`src/rtl/axi_wr_arbiter.sv`:
```
// ---------------------------------------------------------------------------
// axi_wr_arbiter
//   Two-requester arbiter in front of a single AXI write master. Only one
//   write is in flight at a time: IDLE -> ISSUE -> WAIT_RESP -> IDLE.
//
//   Build option: define AXI_WARB_RR_EN for round-robin arbitration (the
//   last winner loses a tie). Without it, requester 0 always wins a tie.
//
//   Ports
//     ACLK, ARESETn          clock, synchronous active-low reset
//     sN_wen / sN_* payload  write request from requester N (N = 0,1)
//     sN_waddr_ok            1-cycle pulse: master accepted N's request
//     sN_wdata_ok            1-cycle pulse: write response for N received
//     m_wen / m_* payload    request to the write master
//     m_data_resp            high while waiting for the write response
//     m_waddr_ok, m_wdata_ok pulses from the write master
//     busy                   FSM not idle
//     grant                  index of the current owner
//     timeout_err            1-cycle pulse when the response is late
// ---------------------------------------------------------------------------
`ifndef AXI_ADDR_WIDTH
`define AXI_ADDR_WIDTH 32
`endif
`ifndef AXI_DATA_WIDTH
`define AXI_DATA_WIDTH 32
`endif
`ifndef AXI_ID_WIDTH
`define AXI_ID_WIDTH 4
`endif

module axi_wr_arbiter #(
   parameter int ADDR_WIDTH = `AXI_ADDR_WIDTH,
   parameter int DATA_WIDTH = `AXI_DATA_WIDTH,
   parameter int ID_WIDTH   = `AXI_ID_WIDTH,
   parameter int TIMEOUT    = 255
) (
   input  logic                  ACLK,
   input  logic                  ARESETn,
   input  logic                  s0_wen,
   input  logic [3:0]            s0_wmask,
   input  logic [2:0]            s0_awsize,
   input  logic [ADDR_WIDTH-1:0] s0_awaddr,
   input  logic [DATA_WIDTH-1:0] s0_wdata,
   input  logic [ID_WIDTH-1:0]   s0_awid,
   output logic                  s0_waddr_ok,
   output logic                  s0_wdata_ok,
   input  logic                  s1_wen,
   input  logic [3:0]            s1_wmask,
   input  logic [2:0]            s1_awsize,
   input  logic [ADDR_WIDTH-1:0] s1_awaddr,
   input  logic [DATA_WIDTH-1:0] s1_wdata,
   input  logic [ID_WIDTH-1:0]   s1_awid,
   output logic                  s1_waddr_ok,
   output logic                  s1_wdata_ok,
   output logic                  m_wen,
   output logic [3:0]            m_wmask,
   output logic [2:0]            m_awsize,
   output logic [ADDR_WIDTH-1:0] m_awaddr,
   output logic [DATA_WIDTH-1:0] m_wdata,
   output logic [ID_WIDTH-1:0]   m_awid,
   output logic                  m_data_resp,
   input  logic                  m_waddr_ok,
   input  logic                  m_wdata_ok,
   output logic                  busy,
   output logic                  grant,
   output logic                  timeout_err
);

   typedef enum logic [1:0] {IDLE, ISSUE, WAIT_RESP} state_t;

   // Counter holds the number of completed WAIT_RESP cycles, so the pulse
   // lands on the TIMEOUT-th cycle spent waiting.
   localparam logic [15:0] TMO_LAST = 16'(TIMEOUT - 1);

   state_t                state, state_nxt;
   logic                  win, grant_nxt;
   logic                  wen_nxt;
   logic [3:0]            wmask_nxt;
   logic [2:0]            awsize_nxt;
   logic [ADDR_WIDTH-1:0] awaddr_nxt;
   logic [DATA_WIDTH-1:0] wdata_nxt;
   logic [ID_WIDTH-1:0]   awid_nxt;
   logic [1:0]            waddr_ok_r, waddr_ok_nxt;
   logic [1:0]            wdata_ok_r, wdata_ok_nxt;
   logic [15:0]           cnt, cnt_nxt;
   logic                  tmo_nxt;

`ifdef AXI_WARB_RR_EN
   // Last winner; reset value 1 makes requester 0 win the first tie.
   logic rr_last, rr_last_nxt;
   assign win = (s0_wen && s1_wen) ? ~rr_last : ~s0_wen;
`else
   assign win = ~s0_wen;
`endif

   assign s0_waddr_ok = waddr_ok_r[0];
   assign s1_waddr_ok = waddr_ok_r[1];
   assign s0_wdata_ok = wdata_ok_r[0];
   assign s1_wdata_ok = wdata_ok_r[1];
   assign m_data_resp = (state == WAIT_RESP);
   assign busy        = (state != IDLE);

   always_comb begin
      state_nxt    = state;
      grant_nxt    = grant;
      wen_nxt      = m_wen;
      wmask_nxt    = m_wmask;
      awsize_nxt   = m_awsize;
      awaddr_nxt   = m_awaddr;
      wdata_nxt    = m_wdata;
      awid_nxt     = m_awid;
      waddr_ok_nxt = '0;
      wdata_ok_nxt = '0;
      cnt_nxt      = cnt;
      tmo_nxt      = 1'b0;
`ifdef AXI_WARB_RR_EN
      rr_last_nxt  = rr_last;
`endif
      unique case (state)
         IDLE: begin
            if (s0_wen || s1_wen) begin
               state_nxt  = ISSUE;
               grant_nxt  = win;
               wen_nxt    = 1'b1;
               wmask_nxt  = win ? s1_wmask  : s0_wmask;
               awsize_nxt = win ? s1_awsize : s0_awsize;
               awaddr_nxt = win ? s1_awaddr : s0_awaddr;
               wdata_nxt  = win ? s1_wdata  : s0_wdata;
               awid_nxt   = win ? s1_awid   : s0_awid;
`ifdef AXI_WARB_RR_EN
               rr_last_nxt = win;
`endif
            end
         end
         ISSUE: begin
            if (m_waddr_ok) begin
               state_nxt           = WAIT_RESP;
               wen_nxt             = 1'b0;
               wmask_nxt           = '0;
               awsize_nxt          = '0;
               awaddr_nxt          = '0;
               wdata_nxt           = '0;
               awid_nxt            = '0;
               waddr_ok_nxt[grant] = 1'b1;
               cnt_nxt             = '0;
               tmo_nxt             = (TMO_LAST == 16'd0);
            end
         end
         WAIT_RESP: begin
            if (m_wdata_ok) begin
               state_nxt           = IDLE;
               wdata_ok_nxt[grant] = 1'b1;
            end else if (cnt != 16'hFFFF) begin
               // Saturation stops the compare from matching a second time.
               cnt_nxt = cnt + 16'd1;
               tmo_nxt = (cnt_nxt == TMO_LAST);
            end
         end
         default: state_nxt = IDLE;
      endcase
   end

   always_ff @(posedge ACLK) begin
      if (!ARESETn) begin
         state       <= IDLE;
         grant       <= 1'b0;
         m_wen       <= 1'b0;
         m_wmask     <= '0;
         m_awsize    <= '0;
         m_awaddr    <= '0;
         m_wdata     <= '0;
         m_awid      <= '0;
         waddr_ok_r  <= '0;
         wdata_ok_r  <= '0;
         cnt         <= '0;
         timeout_err <= 1'b0;
`ifdef AXI_WARB_RR_EN
         rr_last     <= 1'b1;
`endif
      end else begin
         state       <= state_nxt;
         grant       <= grant_nxt;
         m_wen       <= wen_nxt;
         m_wmask     <= wmask_nxt;
         m_awsize    <= awsize_nxt;
         m_awaddr    <= awaddr_nxt;
         m_wdata     <= wdata_nxt;
         m_awid      <= awid_nxt;
         waddr_ok_r  <= waddr_ok_nxt;
         wdata_ok_r  <= wdata_ok_nxt;
         cnt         <= cnt_nxt;
         timeout_err <= tmo_nxt;
`ifdef AXI_WARB_RR_EN
         rr_last     <= rr_last_nxt;
`endif
      end
   end

endmodule

```
`config.mk`:
```
export PLATFORM = sky130hd
export DESIGN_NAME = axi_wr_arbiter
export DESIGN_NICKNAME = d
export VERILOG_FILES = /design/src/rtl/axi_wr_arbiter.sv
export SDC_FILE = /design/constraint.sdc
export NUM_CORES = 1
export LEC_CHECK = 0
export BUFFER_PORTS_ARGS = -buffer_cell sky130_fd_sc_hd__buf_4
export CAP_MARGIN = 20
export CORE_MARGIN = 3
export CORE_UTILIZATION = 48
export CTS_BUF_LIST = sky130_fd_sc_hd__clkbuf_4 sky130_fd_sc_hd__clkbuf_8
export DETAILED_ROUTE_END_ITERATION = 16
export PLACE_DENSITY = 0.85
export RECOVER_POWER = 25
export SYNTH_ARGS = -nofsm -noshare
export SYNTH_HDL_FRONTEND = slang
export SYNTH_SLANG_ARGS = --single-unit
```
`constraint.sdc`:
```
create_clock -name ACLK -period 2.4 [get_ports ACLK]
set_clock_uncertainty 0.1 [all_clocks]
set_input_delay 0.12 -clock ACLK [delete_from_list [all_inputs] [get_ports ACLK]]
set_output_delay 0.12 -clock ACLK [all_outputs]
set_load 0.02 [all_outputs]
```
==> impl_metrics.env, run 1 <==
export IMPL_run_status="finished, final reports clean"
export IMPL_grt_max_degree=77
export IMPL_synth_warnings=0
export IMPL_fin_total_pwr_mw=4.154
export IMPL_post_route_min_period_ns=2.251
export IMPL_synth_seq_cells=100
export IMPL_synthTopCellsByArea="dfxtp_1, mux2_2, a22oi_1, nor2b_1, clkbuf_1"
export IMPL_rrSetupSlack_ns=0.15
export IMPL_endpoint_kind="flip-flop"
export IMPL_first_iter_violations=207
export IMPL_path_buf_inv=0
export IMPL_placed_cells=847
export IMPL_vias_per_cell=5.483
export IMPL_slew_violations=0
export IMPL_p_per_area_nw_per_um2=597.0
export IMPL_drc=0
export IMPL_reg2reg_depth=6
export IMPL_hold_class="in2reg"
export IMPL_setup_viol=0
export IMPL_fmax_ghz=0.4443
export IMPL_clk_latency_ns=0.35
export IMPL_yosysSeqAreaShare=0.4040
export IMPL_syn_area_sq_um=4955
export IMPL_antenna_cells=0
export IMPL_dieHeight_microns=107.6
export IMPL_antenna_found_initial=0
export IMPL_grt_pass1_wl_microns=22760
export IMPL_final_common_cell="buf_4"
export IMPL_fin_area_sq_um=6958
export IMPL_grt_setup_unrepaired="false"
export IMPL_combPwrFrac=0.258
export IMPL_startpoint_type="flip-flop"
export IMPL_synthFlopType="dfxtp_1"
export IMPL_syn_nets=670
export IMPL_dr_pass1_iters=4
export IMPL_post_route_period_util=0.9378
export IMPL_leakagePower_nw=2.970
export IMPL_p_sw_frac=0.2946
export IMPL_multi_input_area_sq_um=2778
export IMPL_path_cells="ha_2 > nand3_2 > nor4_4 > xor2_1 > or4_1 > a2111oi_2"
export IMPL_p_switching_mw=1.224
export IMPL_core_area_sq_um=9910
export IMPL_detailed_place_area_sq_um=6854
export IMPL_fin_cells=866
export IMPL_fin_setup_tns_ns=0
export IMPL_critPathMaxFanout=6
export IMPL_worstPathArrival_ns=2.39
export IMPL_crit_required_ns=2.54
export IMPL_gp_congestion=0.9250
export IMPL_maxSlewHeadroom=0.6613
export IMPL_post_drt_wl_per_cell_microns=17.09
export IMPL_drt_antenna_violating_nets=0
export IMPL_syn_area_per_cell_sq_um=9.677
export IMPL_hold_viol_final=0
export IMPL_seqPwrFrac=0.446
export IMPL_grt_pass1_vias=4666
export IMPL_ir_drop_mv=0.3882
export IMPL_crit_family="simple AND/OR/NAND/NOR gates"
export IMPL_yosys_area_top_type="dfxtp_1"
export IMPL_port_buffers=239
export IMPL_cts_root_buf="clkbuf_8"
export IMPL_clkPwrFrac=0.297
export IMPL_final_util=0.7021
export IMPL_drive_above_1_share=0.4161
export IMPL_criticalPathCategory="reg2reg"
export IMPL_start_util=0.5000
export IMPL_clockBufferDepth=2
export IMPL_io_pins=240
export IMPL_fp_dieArea_sq_um=11580
export IMPL_tightest_slew_ns=0.5069
export IMPL_critical_path_endpoint="timeout_err"
export IMPL_fillers=790
export IMPL_cts_max_level=3
export IMPL_synth_top_area_share=0.4040
export IMPL_clkTransAtPathRegs_ns=0.11
export IMPL_slowest_stage="dfxtp_1"
export IMPL_hpwl_microns=10880
export IMPL_clock_sinks=100
export IMPL_grt_ovfl_total=0
export IMPL_finalNetCount=886
export IMPL_wirelength_microns=14800
export IMPL_ys_types=51
export IMPL_netlist_instances=512
export IMPL_rows=36
export IMPL_vias=4748
export IMPL_r2r_start="cnt[0]"
export IMPL_post_cts_buffers=0
export IMPL_cp_num_cells=6
export IMPL_r2r_end="timeout_err"
export IMPL_grt_total_usage=0.2435
export IMPL_cts_buffers=9
export IMPL_synth_edf_count=0
export IMPL_syn2layout_area_growth_pct=40.43
export IMPL_p_int_mw=2.930
export IMPL_die_x_microns=107.6
export IMPL_critPathLaunch="cnt[0]"
export IMPL_cp_slowest_stage_delay_ns=0.46
export IMPL_mostFrequentLayoutCells="buf_4, dfxtp_1, nor2b_1, mux2_2, a22oi_1"
export IMPL_seq_area_sq_um=2002
export IMPL_cts_tree="done"
export IMPL_postSynth_asyncResetShare=0
export IMPL_cap_violations=0
## stage by stage
stage	worst slack (ns)	hold slack [ns]
after floorplan	0.2330	0.1607
after CTS	0.04219	0.03278
after global placement	0.2445	0.2556
after global routing	0.005648	0.03847
final	0.1494	0.04374
after detailed placement	0.1299	0.2680
## layer usage
metal | vias to the layer above | GRT usage | part of all wire
li1 | 2282 | - | -
met1 | 2222 | 0.2873 | 0.39
met2 | 206 | 0.4218 | 0.50
met3 | 38 | 0.06779 | 0.082
met4 | 0 | 0.08566 | 0.023
met5 | - | 0 | 0
## how the worst min path moves through the flow
stage | from | endpoint | slack [ns] | cells after the start
floorplan | s1_wen | grant | 0.16 | 2
global placement | s1_wen | grant | 0.26 | 3
detailed placement | s1_wen | grant | 0.27 | 3
CTS | s0_awaddr[14] | m_awaddr[14] | 0.03 | 4
global route | s1_wdata[31] | m_wdata[31] | 0.04 | 4
finish | s0_awsize[1] | m_awsize[1] | 0.04 | 4
## registers in the layout, indices dropped and copies added (netlist names), 2 cells and up
name and flops:
m_awaddr 32, m_wdata 32, cnt 16, m_awid 4, m_wmask 4, m_awsize 3, state 2, waddr_ok_r 2
wdata_ok_r 2
## what timing repair did
action                     in CTS  in global routing
resized for setup               0                  2
setup endpoints to repair       0                  1
hold buffers                    3                  0
hold endpoints to repair        5                  0
## power by group through the flow
| stage | logic (mW) | registers [mW] | clock network [mW] |
|---|---|---|---|
| after floorplan | 0.458 | 2.02 | 0 |
| after global placement | 1.10 | 1.88 | 0 |
| after detailed placement | 1.12 | 1.89 | 0 |
| after CTS | 1.13 | 1.85 | 1.25 |
| after global routing | 1.16 | 1.87 | 1.33 |
| final | 1.07 | 1.85 | 1.23 |
## cell usage after synthesis (all sizes together), types with 6 or more instances
master,instances
nor2,18
and3,6
a22oi,72
nand2,15
a21oi,14
nand4,8
nor3,8
dfxtp,100
nand3,7
clkbuf,35
nor2b,78
o21ai,10
mux2,72
buf,10
## final cells by class
type	count	area share
Tap cell	133	0.02392
Inverter	3	0.001618
Timing Repair Buffer	250	0.2543
Multi-Input combinational cell	364	0.3992
Clock inverter	6	0.01349
Sequential cell	100	0.2877
Clock buffer	10	0.01978
## worst register-to-register path, cell delays in order, from the launching register on
cell and delay, ns:
dfxtp_1 0.46, ha_2 0.29, nand3_2 0.16, nor4_4 0.35, xor2_1 0.11, or4_1 0.43, a2111oi_2 0.25
## cells by family (layout without fill, tap and decap cells)
| logic type | Yosys count | after routing | share of synthesized area |
|---|---|---|---|
| compound gates | 114 | 114 | 0.1659 |
| xor+xnor | 6 | 6 | 0.01061 |
| fa+ha+maj | 2 | 2 | 0.005050 |
| buf+inv | 48 | 269 | 0.03864 |
| flops | 100 | 100 | 0.4040 |
| mux | 76 | 76 | 0.1717 |
| simple gates | 166 | 166 | 0.2040 |
No activity file was read; power rests on OpenSTA's default activity.
==> inputs of run 2 (changes only) <==
BUFFER_PORTS_ARGS = -buffer_cell sky130_fd_sc_hd__buf_2   (was -buffer_cell sky130_fd_sc_hd__buf_4)
==> run 2 against run 1 <==
  * Final area fell by 7.2%
  * Combinational power is 10% lower
  * Critical endpoint unchanged
  * Die area unchanged
  * Largest power group unchanged
  * Sequential power barely moved
  * Register-to-register slack better by 0.06 ns
  * Sequential share of layout area rose by 2.2 points
  * Sequential cell count unchanged
  * Clock power shrank 7%
==> impl_metrics.env, run 2 (synthesis results as in run 1) <==
export IMPL_fin_cells=866
export IMPL_cp_slowest_stage_delay_ns=0.46
export IMPL_finalNetCount=887
export IMPL_antenna_cells=0
export IMPL_critical_path_endpoint="timeout_err"
export IMPL_slew_violations=0
export IMPL_fillers=808
export IMPL_fin_setup_tns_ns=0
export IMPL_reg2reg_depth=6
export IMPL_ir_drop_mv=0.2935
export IMPL_path_cells="ha_2 > nand3_2 > nor4_4 > xor2_1 > or4_1 > a2111oi_2"
export IMPL_final_common_cell="buf_2"
export IMPL_gp_congestion=0.9258
export IMPL_crit_required_ns=2.56
export IMPL_post_route_period_util=0.9127
export IMPL_cap_violations=0
export IMPL_tightest_slew_ns=0.5280
export IMPL_hold_class="in2reg"
export IMPL_cts_buffers=9
export IMPL_fmax_ghz=0.4565
export IMPL_rows=36
export IMPL_cts_root_buf="clkbuf_8"
export IMPL_p_per_area_nw_per_um2=612.8
export IMPL_startpoint_type="flip-flop"
export IMPL_vias=4754
export IMPL_mostFrequentLayoutCells="buf_2, dfxtp_1, nor2b_1, mux2_2, a22oi_1"
export IMPL_placed_cells=848
export IMPL_hold_viol_final=0
export IMPL_clock_sinks=100
export IMPL_dieHeight_microns=107.6
export IMPL_setup_viol=0
export IMPL_post_drt_wl_per_cell_microns=16.54
export IMPL_io_pins=240
export IMPL_critPathMaxFanout=6
export IMPL_syn2layout_area_growth_pct=30.28
export IMPL_criticalPathCategory="reg2reg"
export IMPL_drc=0
export IMPL_drt_antenna_violating_nets=0
export IMPL_core_area_sq_um=9910
export IMPL_grt_total_usage=0.2346
export IMPL_final_util=0.6514
export IMPL_cp_num_cells=6
export IMPL_drive_above_1_share=0.4147
export IMPL_cts_tree="done"
export IMPL_fin_total_pwr_mw=3.956
export IMPL_worstPathArrival_ns=2.35
export IMPL_largestRegisters="m_awaddr (32), m_wdata (32), cnt (16)"
export IMPL_first_iter_violations=287
export IMPL_crit_family="simple AND/OR/NAND/NOR gates"
export IMPL_grt_ovfl_total=0
export IMPL_post_route_min_period_ns=2.191
export IMPL_die_x_microns=107.6
export IMPL_fp_dieArea_sq_um=11580
export IMPL_clkTransAtPathRegs_ns=0.10
export IMPL_endpoint_kind="flip-flop"
export IMPL_cts_max_level=3
export IMPL_grt_max_degree=89
export IMPL_run_status="finished, final reports clean"
export IMPL_grt_pass1_vias=4505
export IMPL_critPathLaunch="cnt[0]"
export IMPL_start_util=0.5000
export IMPL_r2r_start="cnt[0]"
export IMPL_grt_setup_unrepaired="false"
export IMPL_grt_pass1_wl_microns=21870
export IMPL_hpwl_microns=10470
export IMPL_slowest_stage="dfxtp_1"
export IMPL_antenna_found_initial=0
export IMPL_port_buffers=239
export IMPL_clockBufferDepth=2
export IMPL_vias_per_cell=5.490
export IMPL_dr_pass1_iters=5
export IMPL_r2r_end="timeout_err"
export IMPL_wirelength_microns=14330
export IMPL_rrSetupSlack_ns=0.21
export IMPL_path_buf_inv=0
export IMPL_leakagePower_nw=2.827
export IMPL_maxSlewHeadroom=0.6480
export IMPL_clk_latency_ns=0.36
==> run 2: changes by cell type in the layout (fill, tap and decap cells not counted), sizes merged <==
cell,change
bufinv,-1
inv,-3
clkbuf,+5
clkinvlp,-1
==> run 2: timing repair <==
item / in CTS / in global routing
endpoints found under the hold margin: 4 / 0
setup buffers: 0 / 0
setup endpoints to repair: 0 / 2
hold buffers: 3 / 0
resized for setup: 0 / 2
==> run 2: worst min path at each step <==
| stage | from | end | slack (ns) | cells past startpoint |
|---|---|---|---|---|
| 3_5_place_dp | s1_wen | grant | 0.28 | 3 |
| 3_3_place_gp | s1_wen | grant | 0.27 | 3 |
| 6_report | s0_awaddr[18] | m_awaddr[18] | 0.04 | 4 |
| 4_1_cts | s0_wdata[7] | m_wdata[7] | 0.03 | 4 |
| 2_1_floorplan | s1_wen | grant | 0.16 | 2 |
| 5_1_grt | s0_wdata[8] | m_wdata[8] | 0.03 | 4 |
==> run 2: per-stage QoR <==
| step | setup slack, ns | hold slack (ns) | instance area [sq um] |
|---|---|---|---|
| 2_1_floorplan | 0.2330 | 0.1607 | 4955 |
| 3_3_place_gp | 0.2351 | 0.2702 | 6266 |
| 3_5_place_dp | 0.1130 | 0.2834 | 6266 |
| 4_1_cts | 0.07482 | 0.02721 | 6506 |
| 5_1_grt | 0.05559 | 0.02674 | 6455 |
| 6_report | 0.2094 | 0.03719 | 6455 |
==> run 2: metal layers <==
layer,track usage,wire [microns],up-vias
met3,0.06239,1132,21
met2,0.4045,7195,208
met4,0.07755,293,0
met5,0,0,-
li1,-,-,2288
met1,0.2825,5704,2237
==> run 2: worst min-delay path: cells and delay by family <==
family	cells	cell delay, ns
buf+inv	1	0.07
compound gates	1	0.05
simple gates	1	0.10
mux	1	0.13
==> run 2: final cells by class <==
cell class,instances,area (sq um),area share
clock buffers,14,180.2,0.02791
clock inverters,1,30.03,0.004652
inverters,3,11.26,0.001745
multi-input cells,364,2778,0.4303
flip-flops and latches,100,2002,0.3101
well taps,133,166.4,0.02578
repair buffers,251,1287,0.1995
==> run 2: power breakdown <==
| group | internal [mW] | switching, mW | total [mW] |
|---|---|---|---|
| sequential | 1.78 | 0.0689 | 1.85 |
| clock | 0.587 | 0.556 | 1.14 |
| combinational | 0.417 | 0.546 | 0.963 |
